==> src/rtl/layer_in_loader.sv <==
// -----------------------------------------------------------------------------
// layer_in_loader
//
// Streaming front-end for the combinational fully-connected layer datapath.
// Signed activations arrive one per cycle on a valid/ready stream and are
// assembled into the IN-entry parallel vector x[0:IN-1]. A complete vector is
// held stable, flagged by x_valid, until the consumer acknowledges it with
// x_ack.
//
// Parameters
//   WIDTH    bits per activation (signed, two's complement)
//   IN       vector length (>= 2)
//
// Ports
//   clk      rising-edge clock
//   rst_n    asynchronous active-low reset
//   s_valid  input beat valid
//   s_ready  loader can accept a beat (registered)
//   s_data   activation value
//   s_last   final beat of a frame
//   x        assembled vector, x[k] is beat k of the frame
//   x_valid  x complete and stable (registered)
//   x_ack    consumer has captured x; releases the buffer
//   err_len  one-cycle pulse on a frame-length mismatch
//
// Configuration
//   LAYER_IN_LOADER_DBUF_EN  when defined, two register banks are used: one is
//                            presented on x while the other fills, so frames
//                            can stream back to back. Undefined (default):
//                            a single bank.
// -----------------------------------------------------------------------------
module layer_in_loader #(
  parameter int WIDTH = 8,
  parameter int IN    = 128
) (
  input  logic                    clk,
  input  logic                    rst_n,
  input  logic                    s_valid,
  output logic                    s_ready,
  input  logic signed [WIDTH-1:0] s_data,
  input  logic                    s_last,
  output logic signed [WIDTH-1:0] x [0:IN-1],
  output logic                    x_valid,
  input  logic                    x_ack,
  output logic                    err_len
);

  localparam int IW = (IN > 1) ? $clog2(IN) : 1;
  localparam logic [IW-1:0] IDX_LAST = IW'(IN - 1);

  // FILL : nothing presented, collecting beats
  // FULL : a vector is presented on x
  // BOTH : (double-buffer only) presented vector plus a completed fill bank
  typedef enum logic [1:0] {FILL, FULL, BOTH} state_t;

  state_t          state;
  logic [IW-1:0]   idx;
  logic            beat;
  logic            frame_done;
  logic            frame_short;

  assign beat        = s_valid && s_ready;
  assign frame_done  = beat && (idx == IDX_LAST);
  assign frame_short = beat && s_last && (idx != IDX_LAST);

`ifdef LAYER_IN_LOADER_DBUF_EN

  logic signed [WIDTH-1:0] bank_a [0:IN-1];
  logic signed [WIDTH-1:0] bank_b [0:IN-1];
  // fsel selects the bank being filled; the other bank is the presented one
  logic                    fsel;

  always_comb begin
    for (int k = 0; k < IN; k++) begin
      x[k] = fsel ? bank_a[k] : bank_b[k];
    end
  end

  always_ff @(posedge clk or negedge rst_n) begin
    if (!rst_n) begin
      state   <= FILL;
      idx     <= '0;
      fsel    <= 1'b0;
      s_ready <= 1'b0;
      x_valid <= 1'b0;
      err_len <= 1'b0;
      for (int k = 0; k < IN; k++) begin
        bank_a[k] <= '0;
        bank_b[k] <= '0;
      end
    end else begin
      // Fill-side datapath and length check are common to every state
      if (beat) begin
        if (fsel) bank_b[idx] <= s_data;
        else      bank_a[idx] <= s_data;
      end
      err_len <= frame_done ? !s_last : frame_short;
      if (frame_done || frame_short) idx <= '0;
      else if (beat)                 idx <= idx + 1'b1;

      case (state)
        FILL: begin
          s_ready <= 1'b1;
          if (frame_done) begin
            // Present the bank just completed, start filling the other one
            fsel    <= ~fsel;
            x_valid <= 1'b1;
            state   <= FULL;
          end
        end
        FULL: begin
          if (frame_done && x_ack) begin
            // Swap at the same edge: x_valid stays high with new contents
            fsel  <= ~fsel;
          end else if (frame_done) begin
            s_ready <= 1'b0;
            state   <= BOTH;
          end else if (x_ack) begin
            x_valid <= 1'b0;
            state   <= FILL;
          end
        end
        BOTH: begin
          if (x_ack) begin
            fsel    <= ~fsel;
            s_ready <= 1'b1;
            state   <= FULL;
          end
        end
        default: begin
          s_ready <= 1'b0;
          x_valid <= 1'b0;
          state   <= FILL;
        end
      endcase
    end
  end

`else

  always_ff @(posedge clk or negedge rst_n) begin
    if (!rst_n) begin
      state   <= FILL;
      idx     <= '0;
      s_ready <= 1'b0;
      x_valid <= 1'b0;
      err_len <= 1'b0;
      for (int k = 0; k < IN; k++) begin
        x[k] <= '0;
      end
    end else begin
      // s_ready is 0 in FULL, so x can only change while filling
      if (beat) x[idx] <= s_data;
      err_len <= frame_done ? !s_last : frame_short;
      if (frame_done || frame_short) idx <= '0;
      else if (beat)                 idx <= idx + 1'b1;

      case (state)
        FILL: begin
          s_ready <= 1'b1;
          if (frame_done) begin
            // A missing s_last still delivers the vector, only flagged
            s_ready <= 1'b0;
            x_valid <= 1'b1;
            state   <= FULL;
          end
        end
        FULL: begin
          if (x_ack) begin
            s_ready <= 1'b1;
            x_valid <= 1'b0;
            state   <= FILL;
          end
        end
        default: begin
          s_ready <= 1'b0;
          x_valid <= 1'b0;
          state   <= FILL;
        end
      endcase
    end
  end

`endif

endmodule

==> config.mk <==
export PLATFORM = sky130hd
export DESIGN_NAME = layer_in_loader
export DESIGN_NICKNAME = d
export VERILOG_FILES = /design/src/rtl/layer_in_loader.sv
export SDC_FILE = /design/constraint.sdc
export NUM_CORES = 1
export LEC_CHECK = 0
export BUFFER_PORTS_ARGS = -buffer_cell sky130_fd_sc_hd__buf_2
export CAP_MARGIN = 20
export CORE_AREA = 2 2 403 405
export CTS_CLUSTER_DIAMETER = 200
export DETAILED_ROUTE_END_ITERATION = 10
export DIE_AREA = 0 0 405 407
export GPL_ROUTABILITY_DRIVEN = 0
export SLEW_MARGIN = 20
export SYNTH_ARGS = -nofsm -noshare
export SYNTH_HDL_FRONTEND = slang
export SYNTH_SLANG_ARGS = --single-unit
==> constraint.sdc <==
create_clock -name clk -period 3 [get_ports clk]
set_input_delay 0 -clock clk [delete_from_list [all_inputs] [get_ports clk]]
set_output_delay 0 -clock clk [all_outputs]
set_load 0.005 [all_outputs]
==> reports/qor.yml, run 1 <==
synth:
  postSynthCellCount: 2442
  synth_top_cell_by_area: "sky130_fd_sc_hd__dfrtp_1"
  postSynth.topFlopCell: "sky130_fd_sc_hd__dfrtp_1"
  synth_area_leaders: "sky130_fd_sc_hd__dfrtp_1 (65%), sky130_fd_sc_hd__mux2_2 (28%), sky130_fd_sc_hd__nor3_2 (2.3%)"
  ys.warnings.count: 0
  synth-seq-cells: 1034
  syn_nets: 2456
  synth_area_per_cell_um2: 16.4
  synth-seq-area-share_pct: 64.6
  netlist_area_mm2: 0.0400
  number_of_flops_mapped_to_enable_cells_by_yosys: 0
  ys_types: 39
  post-synth-top-area-fraction_pct: 64.6
  asyncSetResetFlopFracSynth_pct: 100
sta:
  final_setup_violation_count: 0
  actual_transition_at_the_worst_max_transition_pin_ns: 0.900
  setup_tns_ns: 0
  period_share_pct: 92.6
  post-route-min-period_ns: 2.78
  final.setup_skew_ns: 0.0498
  fmax_mhz: 360
  timing.slew.headroom_pct: 40.0
  hold_violations: 0
  maxSlewViolCount: 0
  setup_repair_after_global_routing_missed_its_margin: "no"
global_route:
  grt.overflow.total: 0
  grt_antenna_before_repair: 8
  grt_max_degree: 87
  vias_in_the_first_global_route: 27000
  grt_first_pass_wirelength_um: 202000
  global_route_usage_over_all_layers_pct: 16.9
routing:
  wl_per_cell_um: 24.6
  dr_vias_cell: 4.44
  detail-route-antenna-nets: 0
  drcViolationCount: 0
  final_routed_wirelength_across_all_metal_layers_um: 144000
  starting_drt_drc_count: 1342
  firstDrtPassIters: 5
  vias_after_detailed_routing: 26000
floorplanning:
  coreArea_mm2: 0.160
  num_io_pins: 1040
  die_width_um: 405
  floorplan.initialDensity_pct: 25.0
  die_area_mm2: 0.165
  dieHeight_um: 407
  std_cell_rows: 147
critical_path:
  worst-endpoint-required_ns: 3.63
  critical_path.max_fanout: 23
  crit_arrival_ns: 3.40
  crit_path_start_kind: "flop"
  worstSetupEndpointType: "flop"
  reg2reg_slack_ns: 0.22
  path_class: "flop to flop"
power:
  vdd_ir_drop_max_v: 0.000447
  comb_pwr_share_pct: 5.9
  power.density_cell_area_mw_per_mm2: 564
  finalPower_w: 0.0297
  p_seq_share_pct: 48.5
  net_switching_power_w: 0.00712
  netSwitchingFraction_pct: 24.0
  power_report.internal_total_w: 0.0226
  clock_power_share_pct: 45.6
  power.static_leakage_nw: 29.2
clock_tree:
  cts_root_buf: "sky130_fd_sc_hd__clkbuf_16"
  cts.htree.levels: 3
  tritoncts: "yes"
  cts_inserted_buffers: 109
  cts.reportedPaths.clkPinSlew_ns: 0.07
  worstSkewPairLatency_ns: 0.73
  postCtsSetupRepairBufs: 0
  cts-root-to-sink-buffers: 3
  cts_hold_buffers: 11
  post_cts.resized_instances: 0
  clock_sink_count: 1034
worst_hold_path:
  min_path_type: "input port to flop"
finish:
  syn2layout_area_growth_pct: 31.7
  layout.filler_cells: 15900
  drive_gt1_share_pct: 68.4
  design.final.nets: 3613
  layout.core_utilization_pct: 32.9
run:
  maxCapViolCount: 0
placed_design:
  buffer_ports.inserted: 1039
  dp_hpwl_um: 102000
run_status:
  status: "completed"
==> synthesized netlist by cell type, drive strengths merged (2+ instances only) <==
cell	count
a21oi	3
a22o	2
buf	40
clkbuf	152
dfrtp	1034
mux2	1024
nand2	6
nand2b	3
nand3	11
nand3b	3
nand4	2
nand4b	4
nand4bb	6
nor2	2
nor3	93
o21ai	6
or3	5
or4	29
or4b	5
==> sequential cells by signal, indices dropped and copies added (netlist names) <==
signal,cells
x_valid,1
x,1024
idx,7
s_ready,1
err_len,1
==> power by group through the flow <==
stage	sequential, W	clock, W	combinational (W)
final	0.0144	0.0136	0.00177
after global routing	0.0144	0.0145	0.00191
after CTS	0.0144	0.0139	0.00182
after detailed placement	0.0146	0	0.00180
after global placement	0.0146	0	0.00179
after floorplan	0.0147	0	0.000578
==> area by class of cell <==
type | instances | area [µm²] | area share (%)
antenna | 1 | 2.50 | 0.00475
clock buffer | 166 | 3180 | 6.04
clock inverter | 28 | 388 | 0.736
inverter | 1 | 3.75 | 0.00712
multi-input combinational | 1215 | 13400 | 25.4
sequential | 1034 | 25900 | 49.1
tap | 2160 | 2700 | 5.12
timing repair buffer | 1238 | 7180 | 13.6
==> per-stage QoR <==
stage                     hold slack, ns  cells  setup slack (ns)  area, µm²
final                             0.0620   5843             0.223      52700
after global routing              0.0367   5843            0.0899      52700
after detailed placement          0.0475   5637             0.357      49000
after CTS                         0.0140   5842             0.262      52700
after global placement            0.0452   5637             0.368      49000
after floorplan                   -0.296   2442             0.834      40000
==> critical path: stages, from the launching register on <==
cell and delay [ns]:
sky130_fd_sc_hd__dfrtp_1 0.77, sky130_fd_sc_hd__nand4_2 0.68, sky130_fd_sc_hd__or3_1 0.56, sky130_fd_sc_hd__a21oi_1 0.14, sky130_fd_sc_hd__dlygate4sd3_1 0.56
==> cell families (layout without fill, tap and decap cells) <==
group / Yosys count / after routing / share of synthesized area [%]
flip-flops: 1034 / 1034 / 64.6
multiplexers: 1024 / 1024 / 29.2
buffers and inverters: 193 / 1433 / 2.03
AND/OR/NAND/NOR: 175 / 175 / 3.89
AO/OA/AOI/OAI: 15 / 15 / 0.234
adder cells (fa/ha/maj): 1 / 1 / 0.0312
other: 0 / 1 / 0
==> cells in the final DEF, fill, tap and decap left out, drive strengths merged, types with 4 or more instances in the layout <==
cell type and instances:
or4 29, o21ai 6, bufinv 5, or4b 5, nand4bb 6, clkbuf 166
nor3 93, dfrtp 1034, buf 1228, dlygate4sd3 10, nand2 6, or3 5
clkinv 19, nand4b 4, mux2 1024, nand3 11
==> per-layer routing <==
metal,GRT usage (%),up-vias,wire [µm]
li1,-,11000,-
met1,20.8,13900,58000
met2,28.7,865,71500
met3,3.97,224,9000
met4,6.66,0,5220
met5,0,-,0
==> final timing paths <==
kind	startpoint	end	depth (start not counted)
min in group asynchronous	rst_n	x[809]$_DFFE_PN0P_	3
worst min-delay path	s_data[2]	x[698]$_DFFE_PN0P_	2
worst max-delay path	idx[3]$_DFFE_PN0P_	err_len$_DFF_PN0_	4
max in group asynchronous	rst_n	x[751]$_DFFE_PN0P_	3
worst max register to register	idx[3]$_DFFE_PN0P_	err_len$_DFF_PN0_	4
worst min register to register	x[347]$_DFFE_PN0P_	x[347]$_DFFE_PN0P_	1
No activity file was read; power rests on OpenSTA's default activity.
==> run 2, diff against run 1 <==
--- a/config.mk
+++ b/config.mk
@@ -12,7 +12,8 @@
 export DETAILED_ROUTE_END_ITERATION = 10
 export DIE_AREA = 0 0 405 407
 export GPL_ROUTABILITY_DRIVEN = 0
-export SLEW_MARGIN = 20
+export SKIP_LAST_GASP = 1
+export SLEW_MARGIN = 10
 export SYNTH_ARGS = -nofsm -noshare
 export SYNTH_HDL_FRONTEND = slang
 export SYNTH_SLANG_ARGS = --single-unit
==> constraint.sdc (replaced) <==
create_clock -name clk -period 3.45 [get_ports clk]
set_input_delay 0 -clock clk [delete_from_list [all_inputs] [get_ports clk]]
set_output_delay 0 -clock clk [all_outputs]
set_load 0.005 [all_outputs]
==> run 2 against run 1 <==
  * The flow now finishes with violations (slew limit)
  * Clock-buffer cell count fell by 5
  * Final area fell by 0.48%
  * Die area did not move
  * Sequential share of layout area rose by 0.24 points
  * Global-route usage fell by 0.32 points
  * First-iteration DRC count fell by 0.82%
  * Largest cell class unchanged
  * Highest routed layer unchanged
==> reports/qor.yml, run 2 (synthesis gave the netlist of run 1 again) <==
finish:
  commonest_non_fill_non_tap_cell_in_the_layout: "sky130_fd_sc_hd__dfrtp_1"
  register_with_the_most_flip_flops: "x"
  layout_common_cells: "sky130_fd_sc_hd__dfrtp_1 (1034), sky130_fd_sc_hd__buf_2 (1030), sky130_fd_sc_hd__mux2_2 (984), sky130_fd_sc_hd__clkbuf_16 (110), sky130_fd_sc_hd__buf_4 (109)"
  drive_gt1_share_pct: 68.4  # about the same
  syn2layout_area_growth_pct: 31.1
  layout.core_utilization_pct: 32.8  # -0.16 points
  design.final.nets: 3555  # -1.6%
  largest_register_ff_count: 1024  # unchanged
  reg.largest.list: "x x1024, idx x7"
clock_tree:
  cts_root_buf: "sky130_fd_sc_hd__clkbuf_16"
  cts_inserted_buffers: 109  # unchanged
  cts.reportedPaths.clkPinSlew_ns: 0.06  # about the same
  tritoncts: "yes"
  post_cts.resized_instances: 0  # unchanged
  cts.htree.levels: 3  # unchanged
  clock_sink_count: 1034  # unchanged
  cts-root-to-sink-buffers: 3  # unchanged
  worstSkewPairLatency_ns: 0.72  # about the same
placed_design:
  buffer_ports.inserted: 1039  # unchanged
  dp_hpwl_um: 97800  # -3.9%
  detailedPlace.worstSlack_ns: 0.585  # +0.228 ns
run_status:
  status: "finished, violations left"
  failed_checks: "slew limit"
routing:
  detail-route-antenna-nets: 0  # unchanged
  wl_per_cell_um: 24.5  # -0.28%
  starting_drt_drc_count: 1331  # -0.82%
  final_routed_wirelength_across_all_metal_layers_um: 142000  # -1.1%
  vias_after_detailed_routing: 25700  # -1.2%
  dr_vias_cell: 4.43  # -0.39%
  drcViolationCount: 0  # unchanged
  firstDrtPassIters: 4  # -1
critical_path:
  crit_path_start_kind: "flop"
  worst-path-buf-inv: 0  # -1
  critical_path.top_delay_family: "simple AND/OR/NAND/NOR gates"
  worst-endpoint-required_ns: 4.04  # +0.41 ns
  worstSetupEndpointType: "flop"
  timing.rr.end: "x[921]$_DFFE_PN0P_"
  reg2reg_from: "idx[3]$_DFFE_PN0P_"
  worstSetupPathDepth: 3  # -1
  timing.critical_path.cells: "or4b_1 -> or4_1 -> mux2_4"
  critPathCapture: "x[921]$_DFFE_PN0P_"
  reg2reg_slack_ns: 0.60  # +0.38 ns
  path_class: "flop to flop"
  cpPeakStageDelay_ns: 0.81  # +0.04 ns
  crit_arrival_ns: 3.44  # +0.04 ns
  r2r.worst_path.cells: 3  # -1
  critical_path.max_fanout: 23  # unchanged
  critical-path-slowest-cell: "sky130_fd_sc_hd__or4b_1"
  worstSetupStartpoint: "idx[3]$_DFFE_PN0P_"
sta:
  setup_repair_after_global_routing_missed_its_margin: "no"
  final.setup_skew_ns: 0.0416  # -0.00817 ns
  fmax_mhz: 351  # -2.4%
  setup_tns_ns: 0  # unchanged
  hold_violations: 0  # unchanged
  final_setup_violation_count: 0  # unchanged
  fin_worst_setup_slack_ns: 0.605  # +0.382 ns
  timing.slew.headroom_pct: -0.309  # -40 points
  period_share_pct: 82.5  # -10 points
  maxSlewViolCount: 8  # +8
  actual_transition_at_the_worst_max_transition_pin_ns: 1.50  # +0.604 ns
  post-route-min-period_ns: 2.85  # +0.0679 ns
power:
  vdd_ir_drop_max_v: 0.000438  # -2.0%
  power.static_leakage_nw: 29.0  # -0.67%
  finalPower_w: 0.0264  # -11%
  power.density_cell_area_mw_per_mm2: 503  # -11%
floorplanning:
  floorplan.initialDensity_pct: 25.0  # unchanged
  num_io_pins: 1040  # unchanged
  dieHeight_um: 407  # unchanged
  die_area_mm2: 0.165  # unchanged
  std_cell_rows: 147  # unchanged
  coreArea_mm2: 0.160  # unchanged
  die_width_um: 405  # unchanged
run:
  maxCapViolCount: 0  # unchanged
global_route:
  vias_in_the_first_global_route: 26300  # -2.4%
  grt_max_degree: 129  # +48%
  grt_first_pass_wirelength_um: 199000  # -1.6%
  grt_antenna_before_repair: 11  # +3
  grt.overflow.total: 0  # unchanged
  global_route_usage_over_all_layers_pct: 16.6  # -0.32 points
worst_hold_path:
  min_path_type: "input port to flop"
## run 2: per-layer routing
metal | routed length, µm | vias to the layer above | track usage (%)
met3 | 8820 | 219 | 4.31
met1 | 58100 | 13700 | 20.3
met4 | 4970 | 0 | 6.20
met2 | 70200 | 828 | 28.1
met5 | 0 | - | 0
li1 | - | 10900 | -
## run 2: what timing repair did
action | in CTS | in global routing
hold buffers | 13 | 1
hold endpoints to repair | 583 | 18
setup buffers | 0 | 0
## run 2: layout make-up
class | count | area (µm²)
fillers | 15900 | 108000
clock inverters | 40 | 534
well taps | 2160 | 2700
flip-flops and latches | 1034 | 25900
diodes | 3 | 7.51
repair buffers | 1180 | 6670
clock buffers | 161 | 3290
inverters | 1 | 3.75
multi-input cells | 1215 | 13400
## run 2: worst reg2reg max path, cell delays in order (launching register included)
cell and delay (ns):
sky130_fd_sc_hd__dfrtp_1 0.74, sky130_fd_sc_hd__or4b_1 0.81, sky130_fd_sc_hd__or4_1 0.79, sky130_fd_sc_hd__mux2_4 0.39
## run 2: worst min path at each step
stage | cells past startpoint | to | slack, ns | from
2_1_floorplan | 0 | err_len$_DFF_PN0_ | -0.30 | rst_n
3_3_place_gp | 1 | x[806]$_DFFE_PN0P_ | 0.13 | rst_n
3_5_place_dp | 1 | x[806]$_DFFE_PN0P_ | 0.14 | rst_n
4_1_cts | 3 | x[736]$_DFFE_PN0P_ | 0.02 | s_data[0]
5_1_grt | 3 | x[0]$_DFFE_PN0P_ | 0.04 | s_data[0]
6_report | 3 | x[0]$_DFFE_PN0P_ | 0.05 | s_data[0]
## run 2: per-stage QoR
step / std cells / cell area [µm²] / hold WS (ns)
6_report: 5794 / 52500 / 0.0536
5_1_grt: 5792 / 52500 / 0.0359
4_1_cts: 5790 / 52500 / 0.0243
3_5_place_dp: 5576 / 48500 / 0.143
3_3_place_gp: 5576 / 48500 / 0.131
2_1_floorplan: 2442 / 40000 / -0.296
## run 2: report_power, final
part           switching [W]  leakage (nW)  total, W  internal, W
clock                0.00512          1.87    0.0124      0.00723
combinational        0.00105          12.7   0.00155     0.000502
sequential          0.000136          14.4    0.0125       0.0124
total                0.00630          29.0    0.0264       0.0201
